`config.mk`:
```
export PLATFORM = sky130hd
export DESIGN_NAME = la_capture
export DESIGN_NICKNAME = d
export VERILOG_FILES = /design/src/rtl/la_capture.sv
export SDC_FILE = /design/constraint.sdc
export NUM_CORES = 2
export LEC_CHECK = 0
export BUFFER_PORTS_ARGS = -buffer_cell sky130_fd_sc_hd__buf_2
export CAP_MARGIN = 20
export CORE_MARGIN = 4
export CORE_UTILIZATION = 50
export DETAILED_ROUTE_END_ITERATION = 6
export GPL_ROUTABILITY_DRIVEN = 0
export MAX_ROUTING_LAYER = met4
export PLACE_DENSITY = 0.71
export SLEW_MARGIN = 25
export SYNTH_ARGS = -nofsm -noshare
export SYNTH_HDL_FRONTEND = slang
export SYNTH_SLANG_ARGS = --single-unit
```
`constraint.sdc`:
```
create_clock -name clk -period 6.5 [get_ports clk]
set_input_delay 0.65 -clock clk [delete_from_list [all_inputs] [get_ports clk]]
set_output_delay 0.65 -clock clk [all_outputs]
set_load 0.01 [all_outputs]
```
`src/rtl/la_capture.sv`:
```
`default_nettype none
// ============================================================================
// Module      : la_capture
// Description : Logic-analyzer capture engine. Samples a 16-bit probe bus
//               into a circular buffer once armed, fires on a masked pattern
//               match, stores a programmable number of post-trigger samples
//               and streams the captured window out oldest-first over a
//               valid/ready port.
// Revision    : 1.0 - initial release
// ============================================================================
module la_capture #(
    parameter int DEPTH_LOG2 = 8
) (
    input  logic                  clk,
    input  logic                  rst,
    input  logic [15:0]           probe,
    input  logic                  arm,
    input  logic                  abort,
    input  logic [15:0]           trig_mask,
    input  logic [15:0]           trig_value,
    input  logic [DEPTH_LOG2-1:0] post_len,
    output logic [15:0]           rd_data,
    output logic                  rd_valid,
    input  logic                  rd_ready,
    output logic                  rd_last,
    output logic [DEPTH_LOG2-1:0] trig_pos,
    output logic                  armed,
    output logic                  triggered,
    output logic                  done
);

    localparam int c_DEPTH = 2 ** DEPTH_LOG2;
    // valid_cnt saturates at DEPTH, which needs one extra bit
    localparam logic [DEPTH_LOG2:0] c_VCNT_MAX = {1'b1, {DEPTH_LOG2{1'b0}}};

    typedef enum logic [3:0] {
        ST_IDLE  = 4'b0001,
        ST_ARMED = 4'b0010,
        ST_TRIG  = 4'b0100,
        ST_DONE  = 4'b1000
    } state_t;

    state_t                r_state;
    logic [15:0]           r_probe_q;
    logic [15:0]           r_mask;
    logic [15:0]           r_value;
    logic [DEPTH_LOG2-1:0] r_post_len;
    logic [DEPTH_LOG2-1:0] r_post_cnt;
    logic [DEPTH_LOG2-1:0] r_wr_ptr;
    logic [DEPTH_LOG2:0]   r_vcnt;
    logic [DEPTH_LOG2-1:0] r_rd_ptr;
    logic [DEPTH_LOG2:0]   r_rem;
    logic [15:0]           r_mem [c_DEPTH];
    logic [15:0]           r_mem_q;
    logic                  r_m_valid;
    logic                  r_m_last;
    logic [15:0]           r_rd_data;
    logic                  r_rd_valid;
    logic                  r_rd_last;
    logic [DEPTH_LOG2-1:0] r_trig_pos;
    logic                  r_armed;
    logic                  r_triggered;
    logic                  r_done;

    logic                  w_match;
    logic                  w_capturing;
    logic [DEPTH_LOG2-1:0] w_wr_ptr_nxt;
    logic [DEPTH_LOG2:0]   w_vcnt_nxt;
    logic                  w_out_ready;
    logic                  w_m_ready;
    logic                  w_fetch;
    logic                  w_rd_accept_last;

    assign w_match          = ((r_probe_q & r_mask) == (r_value & r_mask));
    assign w_capturing      = (r_state == ST_ARMED) || (r_state == ST_TRIG);
    assign w_wr_ptr_nxt     = r_wr_ptr + 1'b1;
    assign w_vcnt_nxt       = (r_vcnt == c_VCNT_MAX) ? r_vcnt : r_vcnt + 1'b1;
    // Two-stage read pipeline: RAM output register feeding the port register.
    // A stage may load when it is empty or its content moves on this cycle.
    assign w_out_ready      = !r_rd_valid || rd_ready;
    assign w_m_ready        = !r_m_valid || w_out_ready;
    assign w_fetch          = (r_state == ST_DONE) && (r_rem != '0) && w_m_ready;
    assign w_rd_accept_last = r_rd_valid && rd_ready && r_rd_last;

    // Probe input register; every stored sample comes from here
    always_ff @(posedge clk) begin
        if (rst) begin
            r_probe_q <= '0;
        end else begin
            r_probe_q <= probe;
        end
    end

    // Capture RAM: one write per capturing cycle, synchronous read with enable
    // so a stalled fetch keeps its data
    always_ff @(posedge clk) begin
        if (w_capturing && !abort) begin
            r_mem[r_wr_ptr] <= r_probe_q;
        end
        if (w_fetch) begin
            r_mem_q <= r_mem[r_rd_ptr];
        end
    end

    // Capture state machine with flags registered alongside the state
    always_ff @(posedge clk) begin
        if (rst) begin
            r_state     <= ST_IDLE;
            r_mask      <= '0;
            r_value     <= '0;
            r_post_len  <= '0;
            r_post_cnt  <= '0;
            r_wr_ptr    <= '0;
            r_vcnt      <= '0;
            r_rd_ptr    <= '0;
            r_rem       <= '0;
            r_trig_pos  <= '0;
            r_armed     <= 1'b0;
            r_triggered <= 1'b0;
            r_done      <= 1'b0;
        end else if (abort) begin
            r_state     <= ST_IDLE;
            r_wr_ptr    <= '0;
            r_vcnt      <= '0;
            r_rem       <= '0;
            r_armed     <= 1'b0;
            r_triggered <= 1'b0;
            r_done      <= 1'b0;
        end else begin
            case (r_state)
                ST_IDLE: begin
                    r_wr_ptr <= '0;
                    r_vcnt   <= '0;
                    if (arm) begin
                        r_mask      <= trig_mask;
                        r_value     <= trig_value;
                        r_post_len  <= post_len;
                        r_state     <= ST_ARMED;
                        r_armed     <= 1'b1;
                        r_triggered <= 1'b0;
                        r_done      <= 1'b0;
                    end
                end
                ST_ARMED, ST_TRIG: begin
                    r_wr_ptr <= w_wr_ptr_nxt;
                    r_vcnt   <= w_vcnt_nxt;
                    if (r_state == ST_ARMED) begin
                        if (w_match) begin
                            r_post_cnt <= r_post_len;
                            if (r_post_len != '0) begin
                                r_state     <= ST_TRIG;
                                r_armed     <= 1'b1;
                                r_triggered <= 1'b1;
                                r_done      <= 1'b0;
                            end
                        end
                    end else begin
                        r_post_cnt <= r_post_cnt - 1'b1;
                    end
                    // Final write of the capture: set up the readout window
                    // from the pointer/count values this write produces
                    if ((r_state == ST_ARMED && w_match && r_post_len == '0) ||
                        (r_state == ST_TRIG && r_post_cnt == DEPTH_LOG2'(1))) begin
                        r_state     <= ST_DONE;
                        r_armed     <= 1'b0;
                        r_triggered <= 1'b1;
                        r_done      <= 1'b1;
                        r_rd_ptr    <= w_wr_ptr_nxt - w_vcnt_nxt[DEPTH_LOG2-1:0];
                        r_rem       <= w_vcnt_nxt;
                        r_trig_pos  <= w_vcnt_nxt[DEPTH_LOG2-1:0] - r_post_len - 1'b1;
                    end
                end
                ST_DONE: begin
                    if (w_fetch) begin
                        r_rd_ptr <= r_rd_ptr + 1'b1;
                        r_rem    <= r_rem - 1'b1;
                    end
                    if (w_rd_accept_last) begin
                        r_state     <= ST_IDLE;
                        r_armed     <= 1'b0;
                        r_triggered <= 1'b0;
                        r_done      <= 1'b0;
                    end
                end
                default: begin
                    r_state     <= ST_IDLE;
                    r_armed     <= 1'b0;
                    r_triggered <= 1'b0;
                    r_done      <= 1'b0;
                end
            endcase
        end
    end

    // Readout pipeline: RAM data stage then held output stage
    always_ff @(posedge clk) begin
        if (rst) begin
            r_m_valid  <= 1'b0;
            r_m_last   <= 1'b0;
            r_rd_valid <= 1'b0;
            r_rd_last  <= 1'b0;
            r_rd_data  <= '0;
        end else if (abort) begin
            r_m_valid  <= 1'b0;
            r_m_last   <= 1'b0;
            r_rd_valid <= 1'b0;
            r_rd_last  <= 1'b0;
        end else begin
            if (w_fetch) begin
                r_m_valid <= 1'b1;
                r_m_last  <= (r_rem == (DEPTH_LOG2 + 1)'(1));
            end else if (w_out_ready) begin
                r_m_valid <= 1'b0;
                r_m_last  <= 1'b0;
            end
            if (w_out_ready) begin
                r_rd_valid <= r_m_valid;
                r_rd_last  <= r_m_valid && r_m_last;
                if (r_m_valid) begin
                    r_rd_data <= r_mem_q;
                end
            end
        end
    end

    assign rd_data   = r_rd_data;
    assign rd_valid  = r_rd_valid;
    assign rd_last   = r_rd_last;
    assign trig_pos  = r_trig_pos;
    assign armed     = r_armed;
    assign triggered = r_triggered;
    assign done      = r_done;

endmodule
`default_nettype wire
```
==> results.ini <==
[grt]
antenna_found_initial = 36
grt-ovfl-total = 0
grt_first_pass_wirelength_mm = 669
global_route.usage.total = 0.286
maximum_number_of_pins_on_one_net_before_global_route_repair = 213
grt_pass1_vias = 85800

[timing]
rsz_0062_raised_after_global_routing = no
worst-slew-pin-transition_ps = 1260
timing.clock.skew_ps = 95.4
clock.fmax_ghz = 0.198
min_period_over_period = 0.775
setup_ws_ps = 1460
fin_setup_tns_ps = 0
final-setup-viol-count = 0
timing.max_slew.rel_slack = 0.151
final_period_minus_worst_setup_slack_ps = 5040
hold_viol_final = 0
finalMaxSlewViolations = 0

[floorplanning]
num_rows = 210
core_area_sq_mm = 0.328
die_height_microns = 582
initial_core_util = 0.503
ioPinCount = 90
die_outline_width_microns = 582
full_die_area_sq_mm = 0.339

[place]
placed_cells_incl_taps = 12400
hpwl_mm = 283
preCtsSetupSlack_ps = 1630
detailed_place.area_sq_mm = 0.172
buffer_ports.inserted = 89

[detailed_routing]
ant_nets = 0
drcViolationCount = 3
firstDrtPassIters = 7
dr_total_vias = 88800
postRouteWirelength_mm = 478
starting_drt_drc_count = 14900
wl_per_cell_microns = 36.1
vias_per_cell = 6.70

[synth]
async_sr_flop_fraction = 0
synth_cells = 7990
yosys.area_share.adder = 0.00214
dominant_combinational_cell_family_by_area_after_synthesis = multiplexers
syn_avg_cell_area_sq_um = 20.7
netlist_area_sq_mm = 0.165
synth_fp_nets = 8078
synthSimpleGateAreaFrac = 0.0252
yosys.area_share.xor_xnor = 0.00234
ys.warnings.count = 0
synthFlopType = sky130_fd_sc_hd__edfxtp_1
synth_seq_area_share = 0.764
synth.distinct_cells = 93
synth_compound_gate_area_share = 0.0378
synthMuxAreaShare = 0.148
count_of_flip_flops_with_a_built_in_enable_after_synthesis = 4112
ys_ff_latch = 4245

[pwr]
vdd.ir_drop.worst_uv = 243
pwr_dens_mw_per_mm2 = 292
power.static_leakage_nw = 57.8

[critical_path]
critPathCapture = r_mem_q[14]
crit_path_end_kind = flip-flop
reg2reg_slack_ps = 1460
crit_fanout = 60
worstPathRequired_ps = 7190
crit_arrival_ps = 5730
worst_setup_path_startpoint = r_rd_ptr[0]
timing.reg2reg.worst_path_depth = 9
critPathKind = flip-flop to flip-flop
startpoint_type = flip-flop
worst_r2r_endpoint = r_mem_q[14]
critical_register_to_register_path_startpoint = r_rd_ptr[0]

[clocking]
cts.repair_timing.setup_buffer_count = 0
tritoncts_num_sinks = 4245
clkTransAtPathRegs_ps = 70
clk-insertion-delay-late_ps = 1010
post_cts_hold_buffer_count = 57
cts_root_buffer = sky130_fd_sc_hd__clkbuf_16
cts_inserted_buffers = 411
htree_levels = 5
tritoncts_clock_tree = built
clock_tree.buffer_depth = 4
cts_repair_resize_count = 0

[cells_and_area]
most_common_library_cell_in_the_layout_ignoring_fill_and_taps = sky130_fd_sc_hd__edfxtp_1
instances_no_fill = 13300
design_area_sq_mm = 0.186
final_net_count = 8619
layout_common_cells = sky130_fd_sc_hd__edfxtp_1 (4112), sky130_fd_sc_hd__mux4_2 (874), sky130_fd_sc_hd__buf_4 (417)
layout-area-overhead-vs-synth_pct = 12.8
drive_above_1_share = 0.242

[flow_run]
drv.max_cap_violation_count = 0

[outcome]
run_status = finished with violations
failed_checks = DRC

[hold_path]
hold_path_class = input pin to flip-flop

## routing by layer
metal | track usage | share of wire | vias to the layer above
met5 | - | 0 | -
met4 | 0.148 | 0.062 | 0
met3 | 0.0863 | 0.14 | 1299
met2 | 0.412 | 0.45 | 6926
met1 | 0.373 | 0.35 | 46200
li1 | - | - | 34300
## worst max-delay path, cell delays in order (launching register included)
cell and delay, ps:
sky130_fd_sc_hd__dfxtp_4 1010, sky130_fd_sc_hd__buf_12 470, sky130_fd_sc_hd__buf_4 470, sky130_fd_sc_hd__mux4_2 560, sky130_fd_sc_hd__a221oi_1 280, sky130_fd_sc_hd__o21ai_0 350, sky130_fd_sc_hd__a211oi_1 810, sky130_fd_sc_hd__buf_4 310
sky130_fd_sc_hd__o21ai_0 110, sky130_fd_sc_hd__a21boi_1 180
## synth_stat cells, drive strengths merged (36+ instances only)
cell    number  area (sq um)
edfxtp    4112        123000
mux4       906         20500
nor2       381          1440
mux2i      368          3680
nand2      310          1160
buf        296          2430
a21oi      225          1130
clkbuf     183           754
a22oi      135          1020
dfxtp      133          2660
o21ai      111           556
o22ai       85           532
nand3       68           345
a221oi      59           561
a211oi      56           420
nor3        52           265
o221ai      45           394
nor2b       39           244
inv         37           139
a31oi       36           225
## state kept, by name (all words and copies together), names as in the netlist, 4 cells and up
register and flops:
r_value 16, r_rem 9, r_vcnt 9, r_probe_q 16, r_wr_ptr 8, r_rd_ptr 8, r_mem_q 16, rd_data 16
r_post_len 8, r_state 4, trig_pos 8, r_mem 4096, r_post_cnt 8, r_mask 16
## layout make-up
type                    count  area [sq um]
fillers                 23300        142000
inverters                  39           159
diodes                     41           103
clock buffers             490         10600
repair buffers            607          5080
multi-input cells        3227         36000
well taps                4346          5440
clock inverters           255          2630
flip-flops and latches   4245        126000
## metrics by stage
stage / total power [W] / hold slack, ps / util
after detailed placement: 0.0313 / 442 / 0.525
after floorplan: 0.0310 / 436 / -
after global routing: 0.0557 / 134 / 0.568
final: 0.0543 / 82.6 / 0.568
after CTS: 0.0544 / 35.2 / 0.567
after global placement: 0.0313 / 436 / 0.524
## power breakdown
group	total [W]	leakage (nW)	internal (W)	switching [W]
clock network	0.0235	6.40	0.0132	0.0104
logic	0.000674	12.7	0.000138	0.000536
registers	0.0301	38.7	0.0300	0.000110
total	0.0543	57.8	0.0433	0.0110
## kinds of logic (layout without fill, tap and decap cells)
logic type | Yosys count | count (layout)
AOI/OAI and AO/OA | 914 | 914
other | 0 | 41
adders and majority gates | 27 | 27
buffers and inverters | 518 | 1391
muxes | 1292 | 1292
xor gates and xnor gates | 44 | 44
and+or+nand+nor | 950 | 950
DFF | 4245 | 4245
## worst min path at each step
| stage | start | to | slack [ps] | cells past startpoint |
|---|---|---|---|---|
| 2_1_floorplan | r_mask[10] | r_mask[10] | 440 | 2 |
| 3_3_place_gp | trig_pos[1] | trig_pos[1] | 440 | 2 |
| 4_1_cts | rd_ready | r_state[3] | 40 | 4 |
| 3_5_place_dp | trig_pos[1] | trig_pos[1] | 440 | 2 |
| 5_1_grt | rd_ready | r_state[3] | 130 | 4 |
| 6_report | rd_ready | r_state[3] | 80 | 4 |
Power figures use the tool's default switching activity.
